===== src/rtl/mem_req_arbiter.sv =====
// -----------------------------------------------------------------------------
// mem_req_arbiter
//
// Two-master to one-device memory request arbiter with in-order response
// routing.  Master 0 is the instruction side, master 1 the data side.
//
// Requests:
//   The granted master's payload is muxed straight onto out_req_*.  Once a
//   request is shown downstream but not accepted, the grant is locked so
//   the payload stays stable until it fires.
//
// Responses:
//   Every accepted request pushes its owner ID into a small owner FIFO.
//   Responses are routed combinationally to the master at the FIFO head.
//   A response that arrives with nothing outstanding is drained and
//   dropped, and it sets the sticky err_orphan_resp flag.
//
// Configuration:
//   ARB_ROUND_ROBIN_EN - when defined, round-robin arbitration (the
//                        last-granted master gets lowest priority next).
//                        When undefined, fixed priority with master 1
//                        winning any contention.
//
// Parameters:
//   OWNER_DEPTH - maximum number of outstanding downstream requests
//                 (power of two, >= 1).
// -----------------------------------------------------------------------------
module mem_req_arbiter #(
   parameter int OWNER_DEPTH = 2
) (
   input  logic        clock,
   input  logic        reset,

   // Master 0 (instruction side) request
   input  logic        m0_req_valid,
   output logic        m0_req_ready,
   input  logic [0:0]  m0_req_bits_is_cached,
   input  logic [31:0] m0_req_bits_addr,
   input  logic [1:0]  m0_req_bits_len,
   input  logic [31:0] m0_req_bits_data,
   input  logic [0:0]  m0_req_bits_func,
   input  logic [3:0]  m0_req_bits_strb,
   // Master 0 response
   output logic        m0_resp_valid,
   input  logic        m0_resp_ready,
   output logic [31:0] m0_resp_bits_data,

   // Master 1 (data side) request
   input  logic        m1_req_valid,
   output logic        m1_req_ready,
   input  logic [0:0]  m1_req_bits_is_cached,
   input  logic [31:0] m1_req_bits_addr,
   input  logic [1:0]  m1_req_bits_len,
   input  logic [31:0] m1_req_bits_data,
   input  logic [0:0]  m1_req_bits_func,
   input  logic [3:0]  m1_req_bits_strb,
   // Master 1 response
   output logic        m1_resp_valid,
   input  logic        m1_resp_ready,
   output logic [31:0] m1_resp_bits_data,

   // Downstream request
   output logic        out_req_valid,
   input  logic        out_req_ready,
   output logic [0:0]  out_req_bits_is_cached,
   output logic [31:0] out_req_bits_addr,
   output logic [1:0]  out_req_bits_len,
   output logic [31:0] out_req_bits_data,
   output logic [0:0]  out_req_bits_func,
   output logic [3:0]  out_req_bits_strb,

   // Downstream response
   input  logic        out_resp_valid,
   output logic        out_resp_ready,
   input  logic [31:0] out_resp_bits_data,

   // Sticky error: response received with nothing outstanding
   output logic        err_orphan_resp
);

   // Pointer width is at least one bit so OWNER_DEPTH = 1 still elaborates;
   // wrap is done explicitly against the last index rather than by overflow.
   localparam int PW = (OWNER_DEPTH > 1) ? $clog2(OWNER_DEPTH) : 1;
   localparam int CW = $clog2(OWNER_DEPTH + 1);

   localparam logic [CW-1:0] FULL_CNT = CW'(OWNER_DEPTH);
   localparam logic [PW-1:0] LAST_PTR = PW'(OWNER_DEPTH - 1);

   // Grant-lock state machine
   typedef enum logic [0:0] {
      ST_OPEN = 1'b0,   // arbitration free to choose each cycle
      ST_HELD = 1'b1    // a shown request is waiting; grant frozen
   } lock_state_e;

   lock_state_e     state_r;
   lock_state_e     state_s;
   logic            lock_id_r;
   logic            grant_held_s;

   // Arbitration and request path
   logic            grant_s;
   logic            gnt_valid_s;
   logic            req_fire_s;

   // Owner FIFO
   logic            owner_r [OWNER_DEPTH];
   logic [PW-1:0]   wr_ptr_r;
   logic [PW-1:0]   rd_ptr_r;
   logic [CW-1:0]   count_r;
   logic            full_s;
   logic            empty_s;
   logic            head_s;
   logic            push_s;
   logic            pop_s;

   // Response path
   logic            resp_fire_s;
   logic            orphan_r;

   assign full_s  = (count_r == FULL_CNT);
   assign empty_s = (count_r == {CW{1'b0}});
   assign head_s  = owner_r[rd_ptr_r];

`ifdef ARB_ROUND_ROBIN_EN
   logic            rr_ptr_r;

   // Round-robin pointer: after each accepted request the other master is preferred
   always_ff @(posedge clock) begin
      if (reset) begin
         rr_ptr_r <= 1'b0;
      end else if (req_fire_s) begin
         rr_ptr_r <= ~grant_s;
      end else begin
         rr_ptr_r <= rr_ptr_r;
      end
   end
`endif

   // Lock FSM state register; also captures the grant being frozen
   always_ff @(posedge clock) begin
      if (reset) begin
         state_r   <= ST_OPEN;
         lock_id_r <= 1'b0;
      end else begin
         state_r <= state_s;
         if (out_req_valid && !out_req_ready) begin
            lock_id_r <= grant_s;
         end else begin
            lock_id_r <= lock_id_r;
         end
      end
   end

   // Lock FSM next state: hold from the first unaccepted show until the fire
   always_comb begin
      state_s = state_r;
      case (state_r)
         ST_OPEN: begin
            if (out_req_valid && !out_req_ready) begin
               state_s = ST_HELD;
            end else begin
               state_s = ST_OPEN;
            end
         end
         ST_HELD: begin
            if (req_fire_s) begin
               state_s = ST_OPEN;
            end else begin
               state_s = ST_HELD;
            end
         end
         default: begin
            state_s = ST_OPEN;
         end
      endcase
   end

   // Lock FSM outputs
   always_comb begin
      grant_held_s = 1'b0;
      case (state_r)
         ST_OPEN: grant_held_s = 1'b0;
         ST_HELD: grant_held_s = 1'b1;
         default: grant_held_s = 1'b0;
      endcase
   end

   // Grant selection: a held grant wins, otherwise arbitrate among valid masters
   always_comb begin
      grant_s = 1'b0;
      if (grant_held_s) begin
         grant_s = lock_id_r;
      end else if (m0_req_valid && m1_req_valid) begin
`ifdef ARB_ROUND_ROBIN_EN
         grant_s = rr_ptr_r;
`else
         grant_s = 1'b1;
`endif
      end else if (m1_req_valid) begin
         grant_s = 1'b1;
      end else begin
         grant_s = 1'b0;
      end
   end

   // Downstream payload mux driven from the granted master
   always_comb begin
      out_req_bits_is_cached = m0_req_bits_is_cached;
      out_req_bits_addr      = m0_req_bits_addr;
      out_req_bits_len       = m0_req_bits_len;
      out_req_bits_data      = m0_req_bits_data;
      out_req_bits_func      = m0_req_bits_func;
      out_req_bits_strb      = m0_req_bits_strb;
      if (grant_s) begin
         out_req_bits_is_cached = m1_req_bits_is_cached;
         out_req_bits_addr      = m1_req_bits_addr;
         out_req_bits_len       = m1_req_bits_len;
         out_req_bits_data      = m1_req_bits_data;
         out_req_bits_func      = m1_req_bits_func;
         out_req_bits_strb      = m1_req_bits_strb;
      end else begin
         out_req_bits_is_cached = m0_req_bits_is_cached;
         out_req_bits_addr      = m0_req_bits_addr;
         out_req_bits_len       = m0_req_bits_len;
         out_req_bits_data      = m0_req_bits_data;
         out_req_bits_func      = m0_req_bits_func;
         out_req_bits_strb      = m0_req_bits_strb;
      end
   end

   // Request handshake: only the granted master sees ready, and nothing passes when full
   always_comb begin
      gnt_valid_s   = grant_s ? m1_req_valid : m0_req_valid;
      out_req_valid = gnt_valid_s && !full_s;
      req_fire_s    = out_req_valid && out_req_ready;
      push_s        = req_fire_s;
      m0_req_ready  = 1'b0;
      m1_req_ready  = 1'b0;
      if (grant_s) begin
         m1_req_ready = out_req_ready && !full_s;
      end else begin
         m0_req_ready = out_req_ready && !full_s;
      end
   end

   // Response routing to the head owner; an empty FIFO drains stray responses
   always_comb begin
      m0_resp_valid     = 1'b0;
      m1_resp_valid     = 1'b0;
      m0_resp_bits_data = 32'h0000_0000;
      m1_resp_bits_data = 32'h0000_0000;
      out_resp_ready    = 1'b1;
      if (empty_s) begin
         out_resp_ready = 1'b1;
      end else if (head_s) begin
         m1_resp_valid     = out_resp_valid;
         m1_resp_bits_data = out_resp_bits_data;
         out_resp_ready    = m1_resp_ready;
      end else begin
         m0_resp_valid     = out_resp_valid;
         m0_resp_bits_data = out_resp_bits_data;
         out_resp_ready    = m0_resp_ready;
      end
      resp_fire_s = out_resp_valid && out_resp_ready;
      pop_s       = resp_fire_s && !empty_s;
   end

   // Owner FIFO storage and pointers; push and pop may share a cycle
   always_ff @(posedge clock) begin
      if (reset) begin
         for (int i = 0; i < OWNER_DEPTH; i++) begin
            owner_r[i] <= 1'b0;
         end
         wr_ptr_r <= {PW{1'b0}};
         rd_ptr_r <= {PW{1'b0}};
         count_r  <= {CW{1'b0}};
      end else begin
         if (push_s) begin
            owner_r[wr_ptr_r] <= grant_s;
            wr_ptr_r <= (wr_ptr_r == LAST_PTR) ? {PW{1'b0}} : wr_ptr_r + 1'b1;
         end else begin
            wr_ptr_r <= wr_ptr_r;
         end
         if (pop_s) begin
            rd_ptr_r <= (rd_ptr_r == LAST_PTR) ? {PW{1'b0}} : rd_ptr_r + 1'b1;
         end else begin
            rd_ptr_r <= rd_ptr_r;
         end
         case ({push_s, pop_s})
            2'b10:   count_r <= count_r + 1'b1;
            2'b01:   count_r <= count_r - 1'b1;
            default: count_r <= count_r;
         endcase
      end
   end

   // Sticky orphan-response flag, cleared only by reset
   always_ff @(posedge clock) begin
      if (reset) begin
         orphan_r <= 1'b0;
      end else if (resp_fire_s && empty_s) begin
         orphan_r <= 1'b1;
      end else begin
         orphan_r <= orphan_r;
      end
   end

   assign err_orphan_resp = orphan_r;

endmodule


===== config.mk =====
export PLATFORM = sky130hd
export DESIGN_NAME = mem_req_arbiter
export DESIGN_NICKNAME = d
export VERILOG_FILES = /design/src/rtl/mem_req_arbiter.sv
export SDC_FILE = /design/constraint.sdc
export NUM_CORES = 1
export LEC_CHECK = 0
export CORE_AREA = 2 2 128 130
export CTS_CLUSTER_SIZE = 40
export DETAILED_ROUTE_END_ITERATION = 10
export DIE_AREA = 0 0 130 132
export DONT_BUFFER_PORTS = 1
export PLACE_DENSITY = 0.34
export SETUP_SLACK_MARGIN = 0.15
export SLEW_MARGIN = 30
export SYNTH_ARGS = -nofsm -noshare
export SYNTH_HDL_FRONTEND = slang
export SYNTH_SLANG_ARGS = --single-unit

===== constraint.sdc =====
create_clock -name clock -period 2.8 [get_ports clock]
set_input_delay 0.7 -clock clock [delete_from_list [all_inputs] [get_ports clock]]
set_output_delay 0.7 -clock clock [all_outputs]
set_load 0.01 [all_outputs]

======== Word level (Yosys, flattened, before mapping) ========
Memories as Yosys holds them, arrays and structs flattened. A register that Yosys moved wholly into a read port is not among the register bits.
Cells that the tools add are included.
storage, ports and cells
  bits in registers ....................... 7
  memory bits (writable) .................. 2
  input port bits ......................... 184
  output and inout bits ................... 143
  logic and storage cells ................. 68
  memories ................................ 1
memories
  name     words  width  read ports  clocked after memory_dff  wr ports  RTL line  source
  owner_r  2      1      1           1                         2         106       logic owner_r [OWNER_DEPTH];
cells by class
  add/sub/neg operators ................... 4
  eq/ne operators ......................... 3
  muxes and demuxes ....................... 39
  bitwise operators ....................... 1
  reduce and logical (&&, ||, !) cells .... 14
operator list
  kind                 number
  $mux 32              6
  $mux 1               28
  $logic_and 1x1->1    8
  $eq 2x2->1 const B   2
  $mux 4               1
  $pmux 1 s2           2
  $pmux 2 s2           1
  $logic_not 1->1      3
  $add 1x1->1 const B  2
  $add 2x1->2 const B  1
  $eq 2x1->1 const B   1
  $logic_not 2->1      1
  $mux 2               1
  $reduce_bool 2->1    1
  $sub 2x1->2 const B  1
  $not 1->1            1
  $reduce_or 1->1      1

======== Longest topological paths before layout ========
  word-level depth ........................ 11
  mapped depth ............................ 8
  depth with buffers taken out ............ 7

======== Worst setup path after synthesis ========
No wires, ideal clock.
  kind .................................... in2out
  from .................................... input port m1_req_valid
  to ...................................... output port out_req_bits_data[10]
  arrival time ............................ 1.619 ns
  data required time ...................... 2.100 ns
  slack ................................... 0.481 ns
  stages .................................. 4
  buffers on the path ..................... 2
  cell sequence ........................... mux2i_1 buf_4 buf_6 mux2_1
on the way
  word-level cells in the longest chain between the ends .. 4
  elaborated cells between the ends (all ways) .. 5
  classes of those cells .................. 4 x mux; 1 x reduce/logical
RTL lines
  element                                      RTL line  source
  from (decl)                                  49        input logic m1_req_valid,
  $mux 1 or $logic_and 1x1->1 (tied branches)  199, 193
  $mux 1 (*)                                   193       end else if (m0_req_valid && m1_req_valid) begin
  $mux 1 (*)                                   191       if (grant_held_s) begin
  $mux 32 (*)                                  214       if (grant_s) begin
  to (decl)                                    68        output logic [31:0] out_req_bits_data,
Mark *: on every way between the ends. The rest lies on a longest branch, timed or not.

==> flow_results.org <==
** Global route
- Vias in the first global route :: 1662
- For this run the aggregate overflow at the end of global routing stands at 0.
- The first global-routing pass estimated between 9 and 10 mm of wire.
- The initial antenna violation count came to 5.
- Across every metal layer, demand over resource in global routing totals 0.0753.
- Entering global routing, the biggest net connects 70 pins.

** STA
- The final number of hold-violating endpoints came to 0.
- Hold timing on the final database bottoms out at a slack of around 0.53 ns.
- Summed over all failing endpoints, the final setup total negative slack is 0 ns.
- The routed design could run at a clock period as short as around 2.6 ns.
- Timing would allow up to just under 400 MHz.
- Max-slew violation total from the final report :: 0
- Worst-margin pin slew :: between 0.5 and 0.6 ns
- Across the routed clock network, the largest skew measured is approximately 0.0049 ns.
- Setup repair after global routing could not meet its margin everywhere.
- Measured against its own limit, the worst slew margin works out to 0.606.
- Final worst path period share :: 0.918
- Total setup violations reported at the end of the flow :: 0

** Placement
- Port-buffer cells :: 0
- Routability Congestion :: around 1.0
- Including well taps, the total number of placed cells is around 450.
- Half-perimeter wire length after detailed placement :: 6.70 mm

** Cells and area
- Core utilization of the finished layout :: 0.140
- Layout-stage area growth over the synthesis result :: 17.7%
- Number of nets in the final layout :: 423
- Number of non-filler instances in the completed layout :: 457
- Ratio of cells with drive above 1 in the final layout :: 0.236
- Count of fill cells added during filler insertion :: approximately 1800

** Flow run
- Count of maximum capacitance violations :: 0

** Logic synthesis
- Count of distinct cell types in the synthesized netlist :: 36
- Synthesis inferred 10 register bits.
- The share of synthesized area in the top cell type comes to 0.241.
- Ranking of synthesized cells by instance count :: 72 x sky130_fd_sc_hd__nor2_1, 40 x sky130_fd_sc_hd__mux2_2, 36 x sky130_fd_sc_hd__mux2_1
- sky130_fd_sc_hd__mux2_2 takes more of the synthesized area than any other cell.
- Yosys instantiated no cell more often than sky130_fd_sc_hd__nor2_1.
- Post-synth EDFFs :: 2
- Yosys printed 0 warnings.
- Syn Nets :: roughly 430
- Synthesis produced a netlist whose cell count is between 200 and 250.
- In the synthesized netlist the dominant register cell turns out to be sky130_fd_sc_hd__dfxtp_1.
- Per-instance average area after synthesis :: approximately 7.5 µm²
- In this run the cell area of the synthesized design comes to approximately 1900 µm².
- Sequential area share after synthesis :: 0.118
- Async SR Flop Fraction :: 0
- Leading post-synthesis cells by cell area :: sky130_fd_sc_hd__mux2_2 24%, sky130_fd_sc_hd__mux2_1 22%, sky130_fd_sc_hd__nor2_1 14%

** Critical path
- Slowest cell delay on critical path :: around 0.48 ns
- STA classifies the critical path startpoint as a register.
- STA classifies the critical path endpoint as an output port.
- Critical path, cell by cell :: mux2i_4 -> buf_6 -> mux2_2
- Data required time at the worst endpoint :: 2.10 ns
- In this run the worst path has a maximum fanout of 34.
- The largest individual stage delay along the critical path comes from the cell sky130_fd_sc_hd__dfxtp_1.
- Cell family contributing the most delay on the critical path :: multiplexers
- Data on the critical path arrives at its endpoint at 1.87 ns.
- Together, buffers and inverters on the worst path number 1.
- The critical path is of the reg -> out type.

** Drt
- The first TritonRoute pass finished after 4 iterations.
- For this block, the routed nets add up to around 7.8 mm of wire.
- For this run, design rule violations remaining after detail routing come to 0.
- The detail route stage leaves a number of antenna-violating nets equal to 0.
- In this run, the number of DRC markers left after iteration 0 of detailed routing was 85.
- Count of vias placed by the detailed router :: ~1800
- After detailed routing, the number of vias per cell comes to about 4.0.
- Routed WL per cell :: roughly 17 µm

** Clocking
- Clock input transition at the sequential cells of the worst setup and hold paths :: approximately 0.04 ns
- Clock latency on the worst-skew pair, taken at its later pin, is 0.24 ns.
- Number of clock buffers inserted by TritonCTS :: 3
- Count of hold buffers inserted by post-cts repair :: 0
- Clock Sinks :: 10
- Number of buffers on the longest clock path :: 2
- TritonCTS clock tree :: done
- H-Tree Depth :: 1
- The tree is rooted in a sky130_fd_sc_hd__clkbuf_16.

** Floorplanning
- Number of primary I/O pins :: about 330
- Core area :: around 16000 µm²
- In this run the core area contains 46 standard-cell rows.
- Initial standard-cell utilization of the core :: 0.119
- The die covers 17200 µm².
- Die extent in x :: between 100 and 150 µm
- Vertical die dimension :: around 130 µm

** Run status
- Outcome :: finished, final reports clean

** Hold path
- Tightest Hold Check Type :: in -> reg

** Power and ir drop
- In this run the static leakage power is about 0.76 nW.
- Maximum ir drop on the vdd rail :: about 0.00016 V
- Total power consumption of the routed design :: between 1 and 1.5 mW
- In this run the power density over the cells is ~570 nW/µm².
-- cells by family (layout without fill, tap and decap cells) --
logic type	after synthesis	in the layout	synth area share
fa+ha+maj	1	1	0.00668
xor+xnor	2	2	0.00936
other cells	0	4	0
compound gates	13	13	0.0555
flops	10	10	0.118
simple gates	119	119	0.261
buf+inv	23	12	0.0688
mux	80	80	0.481
-- worst reg2reg max path, stage by stage, from the launching register on --
cell                        delay, ns
sky130_fd_sc_hd__dfxtp_1         0.47
sky130_fd_sc_hd__nor2b_1         0.16
sky130_fd_sc_hd__a2111oi_4       0.46
sky130_fd_sc_hd__inv_2           0.12
sky130_fd_sc_hd__ha_1            0.36
sky130_fd_sc_hd__or3_1           0.38
sky130_fd_sc_hd__a21oi_1         0.14
-- routing by layer --
layer  up-vias  routed length [µm]  global-route usage
li1        824                   -                   -
met1       831                3000              0.0855
met2       177                3830               0.128
met3        13                 755              0.0231
met4         2                 178              0.0352
met5         -                  13                   0
-- worst paths after layout --
path,start,endpoint,slack (ns),cells after the start
setup / recovery,register,out_req_bits_addr[19],0.23,3
hold / removal,reset,count_r[1]$_SDFFE_PP0P_,0.53,1
setup reg to reg,count_r[0]$_SDFFE_PP0P_,count_r[1]$_SDFFE_PP0P_,0.65,6
hold reg to reg,lock_id_r$_SDFFE_PP0P_,lock_id_r$_SDFFE_PP0P_,0.55,2
-- stage by stage --
stage / setup slack [ns] / area [µm²]
6_report: 0.230 / 2200
5_1_grt: 0.139 / 2200
4_1_cts: 0.214 / 2180
3_5_place_dp: 0.219 / 2080
3_3_place_gp: 0.271 / 2080
2_1_floorplan: 0.481 / 1870
-- where the power goes --
group | switching [mW] | total (mW) | internal (mW)
logic | 0.516 | 0.770 | 0.254
registers | 0.0366 | 0.209 | 0.172
clock network | 0.0714 | 0.287 | 0.215
total | 0.624 | 1.27 | 0.641
-- placed cells by master, fill, tap and decap left out, types with 2 or more instances in the layout --
cell / netlist / routed
sky130_fd_sc_hd__a21oi_1: 4 / 4
sky130_fd_sc_hd__nor2b_1: 3 / 3
sky130_fd_sc_hd__mux2_2: 40 / 40
sky130_fd_sc_hd__mux2i_1: 3 / 2
sky130_fd_sc_hd__nand2_1: 35 / 35
sky130_fd_sc_hd__edfxtp_1: 2 / 2
sky130_fd_sc_hd__nor2_1: 72 / 72
sky130_fd_sc_hd__dfxtp_1: 8 / 8
sky130_fd_sc_hd__o21ai_0: 2 / 2
sky130_fd_sc_hd__mux2i_4: 0 / 2
sky130_fd_sc_hd__buf_4: 1 / 3
sky130_fd_sc_hd__clkbuf_16: 0 / 4
sky130_fd_sc_hd__o211ai_1: 2 / 2
sky130_fd_sc_hd__diode_2: 0 / 4
sky130_fd_sc_hd__inv_1: 2 / 2
sky130_fd_sc_hd__mux2_1: 36 / 36
-- cell type report --
| type | count | area, µm² | share of cell area |
|---|---|---|---|
| clock buffers | 4 | 88.8 | 0.0403 |
| multi-input cells | 215 | 1540 | 0.701 |
| inverters | 3 | 11.3 | 0.00511 |
| diodes | 4 | 10.0 | 0.00454 |
| well taps | 216 | 270 | 0.123 |
| flip-flops and latches | 10 | 220 | 0.0999 |
| repair buffers | 5 | 58.8 | 0.0267 |
-- timing repair --
| item | CTS | global route |
|---|---|---|
| endpoints found under the setup margin | 69 | 3 |
| cloned | 0 | 1 |
| hold endpoints to repair | 0 | 0 |
| setup buffers | 1 | 0 |
| resized for setup | 0 | 1 |
Note: power is estimated with default switching activity, not from simulation.
